<file path="src/rtl/axis_urand_pair_src.sv">
// axis_urand_pair_src
//   AXI4-Stream master that emits packed uniform random pairs {u1,u0}. Each
//   lane is an independent xorshift32 generator. A start command launches a
//   counted burst of sample_count beats, or a continuous stream when
//   sample_count is zero. In continuous mode a stop request ends the stream.
//   The outputs honour full AXIS backpressure.
//
// Ports
//   m00_axis_aclk / m00_axis_aresetn : clock, asynchronous active-low reset
//   start, stop                      : command pulse / continuous-mode stop
//   sample_count, seed_u0, seed_u1   : burst length and lane seeds, taken on an accepted start
//   busy, done                       : activity level / end-of-burst pulse
//   m00_axis_*                       : AXI4-Stream master (tstrb tied to all ones)
//
// Build option
//   URAND_STALL_CNT_EN : adds output stall_cycles, a saturating count of
//                        tvalid&!tready cycles, cleared on accepted start.
module axis_urand_pair_src #(
    parameter int unsigned FRAC_BITS              = 32,
    parameter int unsigned C_M00_AXIS_TDATA_WIDTH = 2 * FRAC_BITS,
    parameter int unsigned COUNT_BITS             = 32
) (
    input  logic                                  m00_axis_aclk,
    input  logic                                  m00_axis_aresetn,
    input  logic                                  start,
    input  logic                                  stop,
    input  logic [COUNT_BITS-1:0]                 sample_count,
    input  logic [FRAC_BITS-1:0]                  seed_u0,
    input  logic [FRAC_BITS-1:0]                  seed_u1,
    output logic                                  busy,
    output logic                                  done,
    input  logic                                  m00_axis_tready,
    output logic                                  m00_axis_tvalid,
    output logic                                  m00_axis_tlast,
    output logic [C_M00_AXIS_TDATA_WIDTH-1:0]     m00_axis_tdata,
    output logic [C_M00_AXIS_TDATA_WIDTH/8-1:0]   m00_axis_tstrb
`ifdef URAND_STALL_CNT_EN
    ,
    output logic [31:0]                           stall_cycles
`endif
);

    localparam logic [FRAC_BITS-1:0] ZERO_SUB_U0 = FRAC_BITS'(32'h2545F491);
    localparam logic [FRAC_BITS-1:0] ZERO_SUB_U1 = FRAC_BITS'(32'h9E3779B9);

    typedef enum logic [1:0] {
        IDLE,
        LOAD,
        RUN,
        DONE
    } state_t;

    state_t                state;
    state_t                state_next;
    logic [FRAC_BITS-1:0]  lane0;
    logic [FRAC_BITS-1:0]  lane1;
    logic [COUNT_BITS-1:0] remaining;
    logic                  stop_latch;
    logic                  start_accept;
    logic                  handshake;
    logic                  continuous;

    function automatic logic [FRAC_BITS-1:0] xorshift32(input logic [FRAC_BITS-1:0] x);
        logic [FRAC_BITS-1:0] v;
        v = x;
        v = v ^ (v << 13);
        v = v ^ (v >> 17);
        v = v ^ (v << 5);
        return v;
    endfunction

    assign start_accept = (state == IDLE) && start;
    assign handshake    = m00_axis_tvalid && m00_axis_tready;
    // A counted burst leaves RUN when remaining hits 1, so remaining==0
    // only ever occurs in RUN for a continuous stream.
    assign continuous   = (remaining == '0);

    // State register
    always_ff @(posedge m00_axis_aclk or negedge m00_axis_aresetn) begin
        if (!m00_axis_aresetn) begin
            state <= IDLE;
        end else begin
            state <= state_next;
        end
    end

    // Next-state logic
    always_comb begin
        state_next = state;
        unique case (state)
            IDLE: if (start) state_next = LOAD;
            LOAD: state_next = RUN;
            RUN: begin
                if (handshake) begin
                    if (continuous) begin
                        if (stop_latch || stop) state_next = DONE;
                    end else if (remaining == COUNT_BITS'(1)) begin
                        state_next = DONE;
                    end
                end
            end
            DONE: state_next = IDLE;
            default: state_next = IDLE;
        endcase
    end

    // Output logic
    always_comb begin
        busy            = (state != IDLE);
        done            = (state == DONE);
        m00_axis_tvalid = (state == RUN);
        m00_axis_tlast  = (state == RUN) && (remaining == COUNT_BITS'(1));
    end

    assign m00_axis_tdata = {lane1, lane0};
    assign m00_axis_tstrb = '1;

    // Datapath. Seeds and count are captured on the accepting edge (the edge
    // that enters LOAD); the stop latch is cleared there too, which is
    // equivalent to clearing it in LOAD since nothing can set it before RUN.
    always_ff @(posedge m00_axis_aclk or negedge m00_axis_aresetn) begin
        if (!m00_axis_aresetn) begin
            lane0      <= '0;
            lane1      <= '0;
            remaining  <= '0;
            stop_latch <= 1'b0;
        end else if (start_accept) begin
            lane0      <= (seed_u0 == '0) ? ZERO_SUB_U0 : seed_u0;
            lane1      <= (seed_u1 == '0) ? ZERO_SUB_U1 : seed_u1;
            remaining  <= sample_count;
            stop_latch <= 1'b0;
        end else if (state == RUN) begin
            if (continuous && stop) begin
                stop_latch <= 1'b1;
            end
            if (handshake) begin
                lane0 <= xorshift32(lane0);
                lane1 <= xorshift32(lane1);
                if (!continuous) begin
                    remaining <= remaining - COUNT_BITS'(1);
                end
            end
        end
    end

`ifdef URAND_STALL_CNT_EN
    logic [31:0] stall_q;

    always_ff @(posedge m00_axis_aclk or negedge m00_axis_aresetn) begin
        if (!m00_axis_aresetn) begin
            stall_q <= '0;
        end else if (start_accept) begin
            stall_q <= '0;
        end else if (m00_axis_tvalid && !m00_axis_tready && (stall_q != '1)) begin
            stall_q <= stall_q + 32'd1;
        end
    end

    assign stall_cycles = stall_q;
`endif

endmodule
</file>
<file path="config.mk">
export PLATFORM = sky130hd
export DESIGN_NAME = axis_urand_pair_src
export DESIGN_NICKNAME = d
export VERILOG_FILES = /design/src/rtl/axis_urand_pair_src.sv
export SDC_FILE = /design/constraint.sdc
export NUM_CORES = 1
export LEC_CHECK = 0
export ABC_AREA = 1
export CORE_MARGIN = 5
export CORE_UTILIZATION = 40
export CTS_CLUSTER_SIZE = 24
export DETAILED_ROUTE_END_ITERATION = 10
export PLACE_DENSITY_LB_ADDON = 0.3
export SYNTH_ARGS = -nofsm -noshare
export SYNTH_HDL_FRONTEND = slang
export SYNTH_SLANG_ARGS = --single-unit
</file>
<file path="constraint.sdc">
create_clock -name m00_axis_aclk -period 3.3 [get_ports m00_axis_aclk]
set_clock_uncertainty 0.2 [all_clocks]
set_input_delay 0.66 -clock m00_axis_aclk [delete_from_list [all_inputs] [get_ports m00_axis_aclk]]
set_output_delay 0.66 -clock m00_axis_aclk [all_outputs]
set_load 0.02 [all_outputs]
</file>
---- After elaboration in Yosys (flattened, before gate mapping) ----
Cells that the tools add are included.
operators by class
  multipliers ............................. 0
  bitwise logic cells ..................... 6
  reductions and logical operators ........ 17
  add/sub/neg operators ................... 1
  mux-type cells .......................... 21
  $lt $le $gt $ge ......................... 0
  equal/unequal tests ..................... 9
  divide/modulo/power cells ............... 0
  shift operators ......................... 0
operators by type and width
  cell                   count
  $mux 32                12
  $xor 32x32->32         4
  $logic_not 32->1       3
  $xor 32x15->32         2
  $eq 32x1->1 const B    1
  $sub 32x1->32 const B  1
  $mux 2                 5
  $pmux 2 s4             1
  $reduce_bool 2->1      4
  $eq 2x2->1 const B     2
  $logic_and 1x1->1      4
  $ne 2x2->1 const B     2
  $reduce_and 2->1       2
  $reduce_and 4->1       1
  $mux 1                 3
  $ne 3x1->1 const B     1
  $ne 3x2->1 const B     1
  $reduce_and 3->1       1
  $eq 2x1->1 const B     1
  $logic_not 2->1        1
  $ne 2x1->1 const B     1
  $logic_or 1x1->1       1
word-level totals
  bits in writable memories ............... 0
  memory bits (read-only) ................. 0
  logic and storage cells ................. 59
  output and inout bits ................... 76
  bits in latches ......................... 0
  memories ................................ 0
  register bits after elaboration ......... 99

---- Longest topological paths before layout ----
  word-level depth ........................ 6
  depth in mapped cells ................... 12

---- Worst setup path after synthesis ----
Ideal clock, no wire load.
  kind .................................... register -> output
  from .................................... register remaining[23]
  to ...................................... output port m00_axis_tlast
  path slack .............................. 1.183 ns
  cell stages (with the launch flop) ...... 8
  arrival ................................. 1.257 ns
  path buffers ............................ 0
  data required time ...................... 2.440 ns
  cells stage by stage .................... dfrtp_1 nor2_1 nand2_1 inv_1 nand2_1 nor2_4 nand2_1 nor2_1
on the way
  cells in the longest elaborated chain, start to end .. 2
RTL lines
  what                      line  text
  start: declaration        57    logic [COUNT_BITS-1:0] remaining;
  start signal: assignment  130   remaining <= sample_count;
  start signal: assignment  140   remaining <= remaining - COUNT_BITS'(1);
  $eq 32x1->1               112   m00_axis_tlast = (state == RUN) && (remaining == COUNT_BITS'(1));
  $logic_and 1x1->1         112
  end: declaration          34    output logic m00_axis_tlast,
No other way between the ends.

---- Worst setup path in the final report ----
  from .................................... register remaining[16]
  to ...................................... output port m00_axis_tlast
The elaborated chain is that of the path after synthesis.

==> impl_metrics.json <==
{
  "yosysWarningCount": 0,
  "place_ws_ns": 0.605,
  "kind_of_end_point_of_the_critical_path": "output port",
  "drt_pre_antenna_iters": 5,
  "antennaDiodeCount": 0,
  "buffer_ports.inserted": 168,
  "drc_errors": 0,
  "critPathMaxStageDelay_ns": 0.61,
  "postSynthCellCount": 1151,
  "postRouteWirelength_um": 23900,
  "hpwlAfterDp_um": 17900,
  "synth.top_cell.area_share": 0.333,
  "globalRouteOverflowTotal": 0,
  "tightest_slew_ns": 0.665,
  "postCtsResizedCells": 0,
  "critical_path.max_fanout": 4,
  "mostFrequentLayoutCells": "342 x nand2_1, 192 x nor2_1, 167 x clkdlybuf4s50_1",
  "die_extent_in_y_um": 146,
  "post_layout_nonfiller_instances": 1540,
  "fin_ws_ns": 0.217,
  "total_negative_setup_slack_ns": 0,
  "maxClockFrequency_mhz": 324,
  "power_density_mw_per_mm2": 1160,
  "relSlewSlack": 0.556,
  "largest_family_of_logic_cells_by_synthesized_area": "simple AND/OR/NAND/NOR gates",
  "die_area_mm2": 0.0214,
  "final_max_slew_viol_count": 0,
  "yosys.area_share.adder": 0.0101,
  "place.gp.congestion": 0.928,
  "post_layout_instance_area_mm2": 0.00964,
  "vias": 7851,
  "floorplan.core_area_mm2": 0.0181,
  "core.rowCount": 49,
  "path_common_cell": "nand2_1",
  "cell_area_after_synthesis_mm2": 0.00743,
  "criticalPathCategory": "flip-flop to output port",
  "max-clock-path-buffers": 2,
  "placement.cell_area_mm2": 0.00931,
  "route.detailed.vias_per_inst": 5.10,
  "yosysUniqueCellTypes": 34,
  "post-route-min-period_ns": 3.08,
  "globalRouteTotalUtil": 0.222,
  "netlist_top_cells_area": "dfrtp_1 33%, nand2_1 17%, nor2_1 9.7%, xnor2_1 6.1%, inv_1 6.1%",
  "yosys.area.top_type": "dfrtp_1",
  "data_required_critical_path_ns": 2.44,
  "synth-simple-area-share": 0.350,
  "layout_worst_path_cycle_share": 0.934,
  "cts_buffers": 9,
  "clock_tree.root_cell": "clkbuf_16",
  "synthXorXnorAreaFrac": 0.106,
  "floorplan.die.width_um": 146,
  "drive_above_1_share": 0.0404,
  "vdd.ir_drop.worst_mv": 0.424,
  "boundaryPins": 177,
  "layout_commonest_cell": "nand2_1",
  "synth.mux.area_fraction": 0,
  "share_of_the_yosys_chip_area_belonging_to_registers": 0.333,
  "synthesized_area_fraction_occupied_by_ao_oa_aoi_and_oai_cells": 0.104,
  "kind_of_start_point_of_the_critical_path": "flip-flop",
  "leakage_nw": 4.61,
  "antenna_violations_before_repair": 0,
  "clk_latency_ns": 0.36,
  "unrepaired_setup_endpoints_after_global_routing": "false",
  "finalSetupViolations": 0,
  "postRouteAntennaNets": 0,
  "cp_cell_sequence": "nor2_1, nand2_1, inv_2, nand2_1, nor2_4, nand2_1, nor2_1, clkdlybuf4s50_1",
  "dp_cells": 1524,
  "finalHoldViolCount": 0,
  "crit_slowest_cell": "clkdlybuf4s50_1",
  "route.detailed.wl_per_inst_um": 15.5,
  "cts.hold.buffers_added": 0,
  "critPathArrivalTime_ns": 2.22,
  "cts.reportedPaths.clkPinSlew_ns": 0.07,
  "cts_setup_buffers": 0,
  "ys_seq_elements": 99,
  "initialDrtViolationCount": 659,
  "max_cap_viol_count": 0,
  "syn_avg_cell_area_um2": 6.46,
  "tritoncts_clock_tree": "done",
  "layout.nets": 1413,
  "start_util": 0.410,
  "via_count_of_the_first_global_routing_pass": 7445,
  "design_power_total_mw": 11.2,
  "grt_pass1_wl_um": 38800,
  "cts.sink_count": 99,
  "timing.hold.worst.class": "input port to async pin",
  "htree_levels": 3,
  "run_status": "complete, no violations",
  "syn2layout_area_growth_pct": 29.7,
  "grt_start_max_net_pins": 120
}
-- layer usage --
metal / up-vias / share of wire / routed length (um) / GRT usage
met2: 290 / 0.47 / 11100 / 0.362
met5: - / 0 / 0 / 0
met4: 0 / 0.021 / 498 / 0.0673
li1: 3896 / - / - / -
met1: 3627 / 0.44 / 10600 / 0.304
met3: 38 / 0.068 / 1610 / 0.0366
-- Yosys cell counts --
cell / n
a22o_1: 1
o31ai_1: 4
xnor2_1: 52
o21bai_1: 1
clkbuf_1: 14
nand2_1: 344
inv_1: 121
ha_1: 6
or2_2: 3
a21oi_2: 1
clkinv_1: 1
xor2_1: 38
o21ai_1: 9
o211ai_1: 6
buf_2: 9
nand3b_1: 2
inv_2: 3
nor3_1: 9
nand2_2: 2
o21ai_0: 61
nand2_4: 1
buf_1: 9
nand4_1: 6
conb_1: 1
nor2_4: 4
nor2_1: 192
a31oi_1: 1
nand3_1: 73
nor2_2: 6
a21oi_1: 39
o22ai_1: 19
buf_4: 11
dfrtp_1: 99
buf_6: 3
-- final timing paths --
| check | start | endpoint | slack [ns] | cells after the start |
|---|---|---|---|---|
| max in group asynchronous | m00_axis_aresetn | remaining[26] | 2.07 | 2 |
| hold reg to reg | stop_latch | stop_latch | 0.31 | 2 |
| setup reg to reg | remaining[0] | remaining[16] | 0.92 | 11 |
| setup / recovery | remaining[16] | m00_axis_tlast | 0.22 | 8 |
| hold / removal | m00_axis_aresetn | lane0[25] | 0.12 | 1 |
| min in group m00_axis_aclk | stop_latch | stop_latch | 0.31 | 2 |
-- power breakdown --
part	internal, mW	total [mW]	switching [mW]	leakage, nW
clock network	0.706	1.21	0.504	0.159
logic	2.95	7.36	4.42	3.26
registers	1.82	2.59	0.776	1.19
-- state kept, by name, summed over array words and instances (netlist names) --
name / count
lane0: 32
lane1: 32
remaining: 32
state: 2
stop_latch: 1
-- through the flow --
step                       util  hold slack [ns]
after floorplan               -            0.164
after global placement    0.513            0.275
after detailed placement  0.513            0.288
after CTS                 0.531            0.146
after global routing      0.531            0.170
final                     0.531            0.115
-- layout make-up --
type                    instances  area, um2
fillers                      1823       8510
clock inverters                 4       72.6
clock buffers                  12        256
inverters                     125        469
repair buffers                183       1800
multi-input cells             888       4270
well taps                     229        287
flip-flops and latches         99       2480
-- worst max-delay path: cells and delay by family (launching register included) --
family	cells	cell delay (ns)
buffers and inverters	2	0.70
flip-flops	1	0.43
AND/OR/NAND/NOR	6	0.75
-- cell families (layout without fill, tap and decap cells) --
family	count (synthesis)	count (layout)
buffers and inverters	171	324
flip-flops	99	99
AND/OR/NAND/NOR	642	642
AO/OA/AOI/OAI	142	142
XOR/XNOR	90	90
adder cells (fa/ha/maj)	6	6
other	1	8
Note: power is estimated with default switching activity, not from simulation.
